==> src/rtl/iter_divider_pkg.sv <==
// Shared execute-stage definitions used by the iterative divider.
package iter_divider_pkg;

    // Datapath width of the execute stage
    localparam int unsigned XLEN = 32;

    // MSB of an XLEN-bit word, i.e. the most-negative two's complement value
    localparam logic [XLEN-1:0] XLEN_MSB = {1'b1, {(XLEN-1){1'b0}}};

    // MIPS R-type funct codes served by the divider
    localparam logic [5:0] FUNCT_DIV  = 6'h1A;
    localparam logic [5:0] FUNCT_DIVU = 6'h1B;

    // Divider sequencer states
    typedef enum logic [1:0] {
        DIV_IDLE = 2'd0,
        DIV_RUN  = 2'd1,
        DIV_FIN  = 2'd2
    } div_state_e;

endpackage

==> src/rtl/iter_divider_step.sv <==
// One combinational restoring division step on unsigned magnitudes.
module iter_divider_step #(
    parameter int unsigned WIDTH = 32
) (
    input  logic [WIDTH-1:0] rem_i,
    input  logic [WIDTH-1:0] q_i,
    input  logic [WIDTH-1:0] dvsr_i,
    output logic [WIDTH-1:0] rem_o,
    output logic [WIDTH-1:0] q_o
);

    logic [WIDTH:0] rem_sh;
    logic [WIDTH:0] diff;
    logic           ge;

    // Shift {rem,q} left by one and conditionally subtract using a WIDTH+1 bit compare
    always_comb begin
        rem_sh = {rem_i, q_i[WIDTH-1]};
        diff   = rem_sh - {1'b0, dvsr_i};
        ge     = (rem_sh >= {1'b0, dvsr_i});
        rem_o  = ge ? WIDTH'(diff) : WIDTH'(rem_sh);
        q_o    = {q_i[WIDTH-2:0], ge};
    end

endmodule

==> src/rtl/iter_divider.sv <==
// Multi-cycle restoring divider for DIV/DIVU; quotient to LO, remainder to HI.
module iter_divider
    import iter_divider_pkg::*;
#(
    parameter int unsigned WIDTH = XLEN
) (
    input  logic             clk,
    input  logic             rst,
    input  logic             start,
    input  logic             is_signed,
    input  logic [WIDTH-1:0] dividend,
    input  logic [WIDTH-1:0] divisor,
    output logic             busy,
    output logic             done,
    output logic [WIDTH-1:0] quotient,
    output logic [WIDTH-1:0] remainder,
    output logic             div_by_zero
);

    localparam int unsigned     CNT_W = $clog2(WIDTH);
    localparam logic [WIDTH-1:0] MSB  = {1'b1, {(WIDTH-1){1'b0}}};

    div_state_e       state_q;
    logic [CNT_W-1:0] cnt_q;
    logic [WIDTH-1:0] rem_q;
    logic [WIDTH-1:0] quo_q;
    logic [WIDTH-1:0] dvsr_q;
    logic             neg_quo_q;
    logic             neg_rem_q;

    logic [WIDTH-1:0] step_rem_d;
    logic [WIDTH-1:0] step_quo_d;

    logic             a_neg;
    logic             b_neg;
    logic [WIDTH-1:0] a_mag;
    logic [WIDTH-1:0] b_mag;
    logic             dz_case;
    logic             ovf_case;
    logic [WIDTH-1:0] quo_fix;
    logic [WIDTH-1:0] rem_fix;

    iter_divider_step #(.WIDTH(WIDTH)) u_step (
        .rem_i  (rem_q),
        .q_i    (quo_q),
        .dvsr_i (dvsr_q),
        .rem_o  (step_rem_d),
        .q_o    (step_quo_d)
    );

    // Operand magnitudes, special-case detection and final sign fix-up
    always_comb begin
        a_neg    = is_signed & dividend[WIDTH-1];
        b_neg    = is_signed & divisor[WIDTH-1];
        a_mag    = a_neg ? (~dividend + WIDTH'(1)) : dividend;
        b_mag    = b_neg ? (~divisor + WIDTH'(1)) : divisor;
        dz_case  = (divisor == '0);
        ovf_case = is_signed && (dividend == MSB) && (divisor == '1);
        quo_fix  = neg_quo_q ? (~step_quo_d + WIDTH'(1)) : step_quo_d;
        rem_fix  = neg_rem_q ? (~step_rem_d + WIDTH'(1)) : step_rem_d;
    end

    // Sequencer, iteration datapath and registered result outputs
    always_ff @(posedge clk or posedge rst) begin
        if (rst) begin
            state_q     <= DIV_IDLE;
            cnt_q       <= '0;
            rem_q       <= '0;
            quo_q       <= '0;
            dvsr_q      <= '0;
            neg_quo_q   <= 1'b0;
            neg_rem_q   <= 1'b0;
            busy        <= 1'b0;
            done        <= 1'b0;
            quotient    <= '0;
            remainder   <= '0;
            div_by_zero <= 1'b0;
        end else begin
            case (state_q)
                DIV_IDLE: begin
                    done <= 1'b0;
                    if (start) begin
                        if (dz_case) begin
                            quotient    <= '1;
                            remainder   <= dividend;
                            div_by_zero <= 1'b1;
                            done        <= 1'b1;
                            state_q     <= DIV_FIN;
                        end else if (ovf_case) begin
                            quotient    <= MSB;
                            remainder   <= '0;
                            div_by_zero <= 1'b0;
                            done        <= 1'b1;
                            state_q     <= DIV_FIN;
                        end else begin
                            div_by_zero <= 1'b0;
                            rem_q       <= '0;
                            quo_q       <= a_mag;
                            dvsr_q      <= b_mag;
                            neg_quo_q   <= a_neg ^ b_neg;
                            neg_rem_q   <= a_neg;
                            cnt_q       <= CNT_W'(WIDTH - 1);
                            busy        <= 1'b1;
                            state_q     <= DIV_RUN;
                        end
                    end
                end
                DIV_RUN: begin
                    rem_q <= step_rem_d;
                    quo_q <= step_quo_d;
                    if (cnt_q == '0) begin
                        quotient  <= quo_fix;
                        remainder <= rem_fix;
                        done      <= 1'b1;
                        busy      <= 1'b0;
                        state_q   <= DIV_FIN;
                    end else begin
                        cnt_q <= cnt_q - CNT_W'(1);
                    end
                end
                DIV_FIN: begin
                    done    <= 1'b0;
                    state_q <= DIV_IDLE;
                end
                default: begin
                    busy    <= 1'b0;
                    done    <= 1'b0;
                    state_q <= DIV_IDLE;
                end
            endcase
        end
    end

endmodule

==> config.mk <==
export PLATFORM = sky130hd
export DESIGN_NAME = iter_divider
export DESIGN_NICKNAME = d
export VERILOG_FILES = /design/src/rtl/iter_divider_pkg.sv /design/src/rtl/iter_divider_step.sv /design/src/rtl/iter_divider.sv
export SDC_FILE = /design/constraint.sdc
export NUM_CORES = 1
export LEC_CHECK = 0
export ABC_AREA = 1
export BUFFER_PORTS_ARGS = -buffer_cell sky130_fd_sc_hd__buf_4
export CAP_MARGIN = 10
export CORE_MARGIN = 2
export CORE_UTILIZATION = 44
export DETAILED_ROUTE_END_ITERATION = 16
export SYNTH_ARGS = -nofsm -noshare
export SYNTH_HDL_FRONTEND = slang
export SYNTH_SLANG_ARGS = --single-unit
==> constraint.sdc <==
create_clock -name clk -period 5.95 [get_ports clk]
set_clock_uncertainty 0.2 [all_clocks]
set_input_delay 0.2975 -clock clk [delete_from_list [all_inputs] [get_ports clk]]
set_output_delay 0.2975 -clock clk [all_outputs]
set_load 0.005 [all_outputs]
==> out/summary.txt <==
CRITICAL PATH
--------------------------------------------------------------------------------------
Data required time at the worst endpoint ................................      6.14 ns
Critical path class ..................................................... flip-flop to flip-flop
Startpoint class of the critical path ...................................    flip-flop
Library cell appearing most often on the critical path .................. sky130_fd_sc_hd__nand2_1
Minimum setup slack among reg-to-reg paths ..............................      1.36 ns
Kind of cell with the highest combined delay on the critical path ....... simple AND/OR/NAND/NOR gates
Capturing point of the worst reg2reg path ............................... quotient[26]
Worst-path cell chain ................................................... ha_1 > nand2_1 > nand2_1 > nand2_1 > nand2_1 > inv_1 > nand3_2 > nand2_2 > nand2_4 > a21oi_2 > buf_4 > ha_1 > nand3_1 > nor3_1 > nand3_1 > nor2_1 > nand4_1 > nor2_1 > nand2_1 > o21ai_0 > nand3_1 > o2111ai_1 > o21a_1
Kind of capture point of the worst setup path ...........................    flip-flop
Arrival time of the worst setup path ....................................      4.78 ns
Largest fanout on the critical path .....................................           13
Logic depth of the worst register-to-register path ......................           23
Highest-delay cell along the critical path .............................. sky130_fd_sc_hd__dfrtp_1
Slowest Stage Delay on Critical Path ....................................      0.43 ns
Total buffers and inverters traversed by the critical path ..............            2
Startpoint of the worst register-to-register path .......................     rem_q[5]

PLACE
--------------------------------------------------------------------------------------
DP Area ................................................................. 0.0151 sq mm
Final weighted congestion of routability-driven global placement ........        0.933
Count of input and output buffers .......................................          134
Dpl hpwl ................................................................      38.5 mm
Placement-stage worst setup slack .......................................      1.48 ns

LOGIC SYNTHESIS
--------------------------------------------------------------------------------------
Flop and latch count out of synthesis ...................................          172
Syn Inst Count ..........................................................         2189
Adder-Cell Fraction of Synth Area .......................................        3.66%
Dominant synthesized flop cell .......................................... sky130_fd_sc_hd__dfrtp_1
Sequential-to-total area share from yosys stat ..........................        31.0%
Number of synthesized flops with an enable pin ..........................            0
Simple-gate portion of the synthesized area .............................        36.8%
Yosys warns .............................................................            0
Compound-cell area share of the yosys netlist ...........................        13.7%
Netlist Area Pre-Place .................................................. 0.0139 sq mm
Number of distinct standard cells referenced by the synthesized netlist .           55
Dominant combinational cell family by area after synthesis .............. simple AND/OR/NAND/NOR gates
Synthesized area per cell ...............................................   6.34 sq um
XOR/XNOR share of the synthesized area ..................................        3.03%
Post-Syn Nets ...........................................................         2297
Multiplexer area fraction after synthesis ...............................           0%
Post-synth ARST share ...................................................         100%

ROUTE
--------------------------------------------------------------------------------------
Average vias per placed instance ........................................         5.43
Detailed-routing iteration count for the pre-antenna-repair pass ........            6
Drt wl/cell .............................................................      18.3 um
Remaining DRCs ..........................................................            0
Post-detailed-routing wire length .......................................      49.7 mm
Via count ...............................................................        14735
Initial drt markers .....................................................         1339
Remaining number of nets flagged by the antenna check after routing .....            0

GRT
--------------------------------------------------------------------------------------
Met2 global-route usage .................................................        44.1%
Most heavily used metal layer in global routing .........................         met2
Via count of the first global-routing pass ..............................        13535
Initial antenna violation count .........................................            2
Met1 demand-to-capacity share in global routing .........................        43.9%
Largest net degree at the start of global routing .......................           90
GR Util All Layers ......................................................        30.2%
Met3 Track Usage GR .....................................................        7.14%
Global-route wire length before repair ..................................      76.7 mm
Final global-route overflow total .......................................            0

LAYOUT
--------------------------------------------------------------------------------------
Growth of design area from synthesis to finish ..........................        14.5%
Cell area after layout .................................................. 0.0159 sq mm
Final core occ ..........................................................        50.8%
Final net count .........................................................         2406
Count of antenna diodes in the layout ...................................            0
Fraction of final layout cells with drive strength greater than 1 .......        11.9%

RUN STATUS
--------------------------------------------------------------------------------------
Run status .............................................................. finished clean

CTS
--------------------------------------------------------------------------------------
CTS resizes .............................................................            0
Clock tree from TritonCTS ...............................................         done
Total number of H-tree levels ...........................................            4
Sinks on the clock net ..................................................          172
Number of buffers on the longest clock path .............................            2
Worst-path clk slew .....................................................      0.08 ns
CTS root buf ............................................................ sky130_fd_sc_hd__clkbuf_16
Clock latency of the later-clocked register in the worst-skew pair ......      0.46 ns
Post-CTS repair timing setup buffer count ...............................            0
Total clock buffers created by CTS ......................................           17

STA
--------------------------------------------------------------------------------------
Total of endpoints with negative setup slack in the final report ........            0
Period Utilization, post-route ..........................................        77.1%
Final hold violations ...................................................            0
Post-Route Setup TNS ....................................................         0 ns
Highest clock frequency the design can meet .............................    0.218 GHz
Worst Setup Slack, final ................................................      1.36 ns
Relative slew margins ...................................................        31.0%
Actual slew at the worst max-slew pin ...................................      1.04 ns
Setup repair after global routing missed its margin .....................           no
Final max-slew violation count ..........................................            0
Minimum clock period ....................................................      4.59 ns

WORST HOLD PATH
--------------------------------------------------------------------------------------
Worst hold path endpoint ................................................    dvsr_q[0]
Hold Crit Depth .........................................................            3
Hold path startpoint ....................................................   divisor[0]
Worst min path class .................................................... input port to flip-flop

FLOORPLANNING
--------------------------------------------------------------------------------------
Horizontal die dimension ................................................       182 um
Die area ................................................................ 0.0330 sq mm
Top-level I/O count .....................................................          135
Chip Height .............................................................       182 um
Standard-cell row count .................................................           65
Initial Utilization .....................................................        44.3%
Placeable core region ................................................... 0.0313 sq mm

JOB
--------------------------------------------------------------------------------------
Number of max-capacitance violations reported ...........................            0

cell usage after synthesis, types with 19 or more instances:
library cell | number | area, sq um
sky130_fd_sc_hd__nand2_1 | 596 | 2240
sky130_fd_sc_hd__inv_1 | 327 | 1230
sky130_fd_sc_hd__nor2_1 | 225 | 845
sky130_fd_sc_hd__nand3_1 | 182 | 911
sky130_fd_sc_hd__dfrtp_1 | 172 | 4300
sky130_fd_sc_hd__o21ai_0 | 162 | 811
sky130_fd_sc_hd__a21oi_1 | 105 | 526
sky130_fd_sc_hd__clkbuf_1 | 44 | 165
sky130_fd_sc_hd__nand4_1 | 43 | 269
sky130_fd_sc_hd__xor2_1 | 43 | 377
sky130_fd_sc_hd__ha_1 | 39 | 488
sky130_fd_sc_hd__nand2_2 | 26 | 163
sky130_fd_sc_hd__nor3_1 | 26 | 130
sky130_fd_sc_hd__o22ai_1 | 22 | 138
sky130_fd_sc_hd__nor2_2 | 19 | 119
kinds of logic after synthesis:
logic type,Yosys count
flip-flops,172
buffers and inverters,413
XOR/XNOR,48
adder cells (fa/ha/maj),40
AND/OR/NAND/NOR,1169
AO/OA/AOI/OAI,347
per-layer routing:
metal,wire length (um),vias to the layer above
met3,4100,75
li1,-,7230
met5,13,-
met2,21000,547
met1,23400,6881
met4,1230,2
worst max path at each step:
stage,depth (start not counted),to,start,slack (ns)
final,23,quotient[26],rem_q[5],1.36
after global routing,22,quotient[30],rem_q[5],0.92
after CTS,23,quotient[26],rem_q[5],1.46
after detailed placement,23,quotient[26],rem_q[5],1.48
after global placement,23,quotient[26],rem_q[5],1.56
after floorplan,1,busy,rst,0.79
placed cells by master (no fill, tap or decap), types with 7 or more instances in the layout:
cell,instances
sky130_fd_sc_hd__nand2_2,27
sky130_fd_sc_hd__ha_1,39
sky130_fd_sc_hd__o31ai_1,8
sky130_fd_sc_hd__buf_4,148
sky130_fd_sc_hd__dlygate4sd3_1,19
sky130_fd_sc_hd__nor4_1,7
sky130_fd_sc_hd__a31oi_1,11
sky130_fd_sc_hd__o21ai_0,162
sky130_fd_sc_hd__a21oi_1,105
sky130_fd_sc_hd__nand2_1,595
sky130_fd_sc_hd__o211ai_1,9
sky130_fd_sc_hd__o22ai_1,22
sky130_fd_sc_hd__nor3_1,26
sky130_fd_sc_hd__nor2_2,20
sky130_fd_sc_hd__clkbuf_16,17
sky130_fd_sc_hd__nor2_1,224
sky130_fd_sc_hd__o21ai_1,7
sky130_fd_sc_hd__xor2_1,43
sky130_fd_sc_hd__inv_1,325
sky130_fd_sc_hd__nand3_1,182
sky130_fd_sc_hd__dfrtp_1,172
sky130_fd_sc_hd__nand4_1,43
sky130_fd_sc_hd__or2_2,9
sky130_fd_sc_hd__inv_2,8
stage by stage:
stage               hold WS [ns]  instances
global placement           0.169       2662
finish                    0.0248       2713
global route              0.0207       2713
detailed placement         0.173       2662
floorplan                  0.253       2189
CTS                      0.00299       2713
area by class of cell:
type                       count  area (sq um)
inverter                     336          1270
timing repair buffer         167          1300
multi-input combinational   1604          7950
clock buffer                  19           453
fill                        3201         15400
clock inverter                13           125
tap                          402           503
sequential                   172          4300
registers in the layout, indices dropped and copies added, names as in the netlist, 2 cells and up:
| name | count |
|---|---|
| quo_q | 32 |
| quotient | 32 |
| rem_q | 32 |
| remainder | 32 |
| state_q | 2 |
| cnt_q | 5 |
| dvsr_q | 32 |
worst reg2reg max path, delay by kind of cell (launching register included):
family | cells | cell delay [ns]
AOI/OAI and AO/OA | 4 | 0.71
adders and majority gates | 2 | 0.61
buffers and inverters | 2 | 0.32
DFF | 1 | 0.43
and+or+nand+nor | 15 | 2.27
timing repair:
item                                    4_1_cts  5_1_grt
endpoints found under the hold margin        69        0
endpoints found under the setup margin        0        0
hold buffers                                 19        0
Power is not shown: default switching activity piles up to over one toggle a cycle in this logic, so the estimate is an artifact.
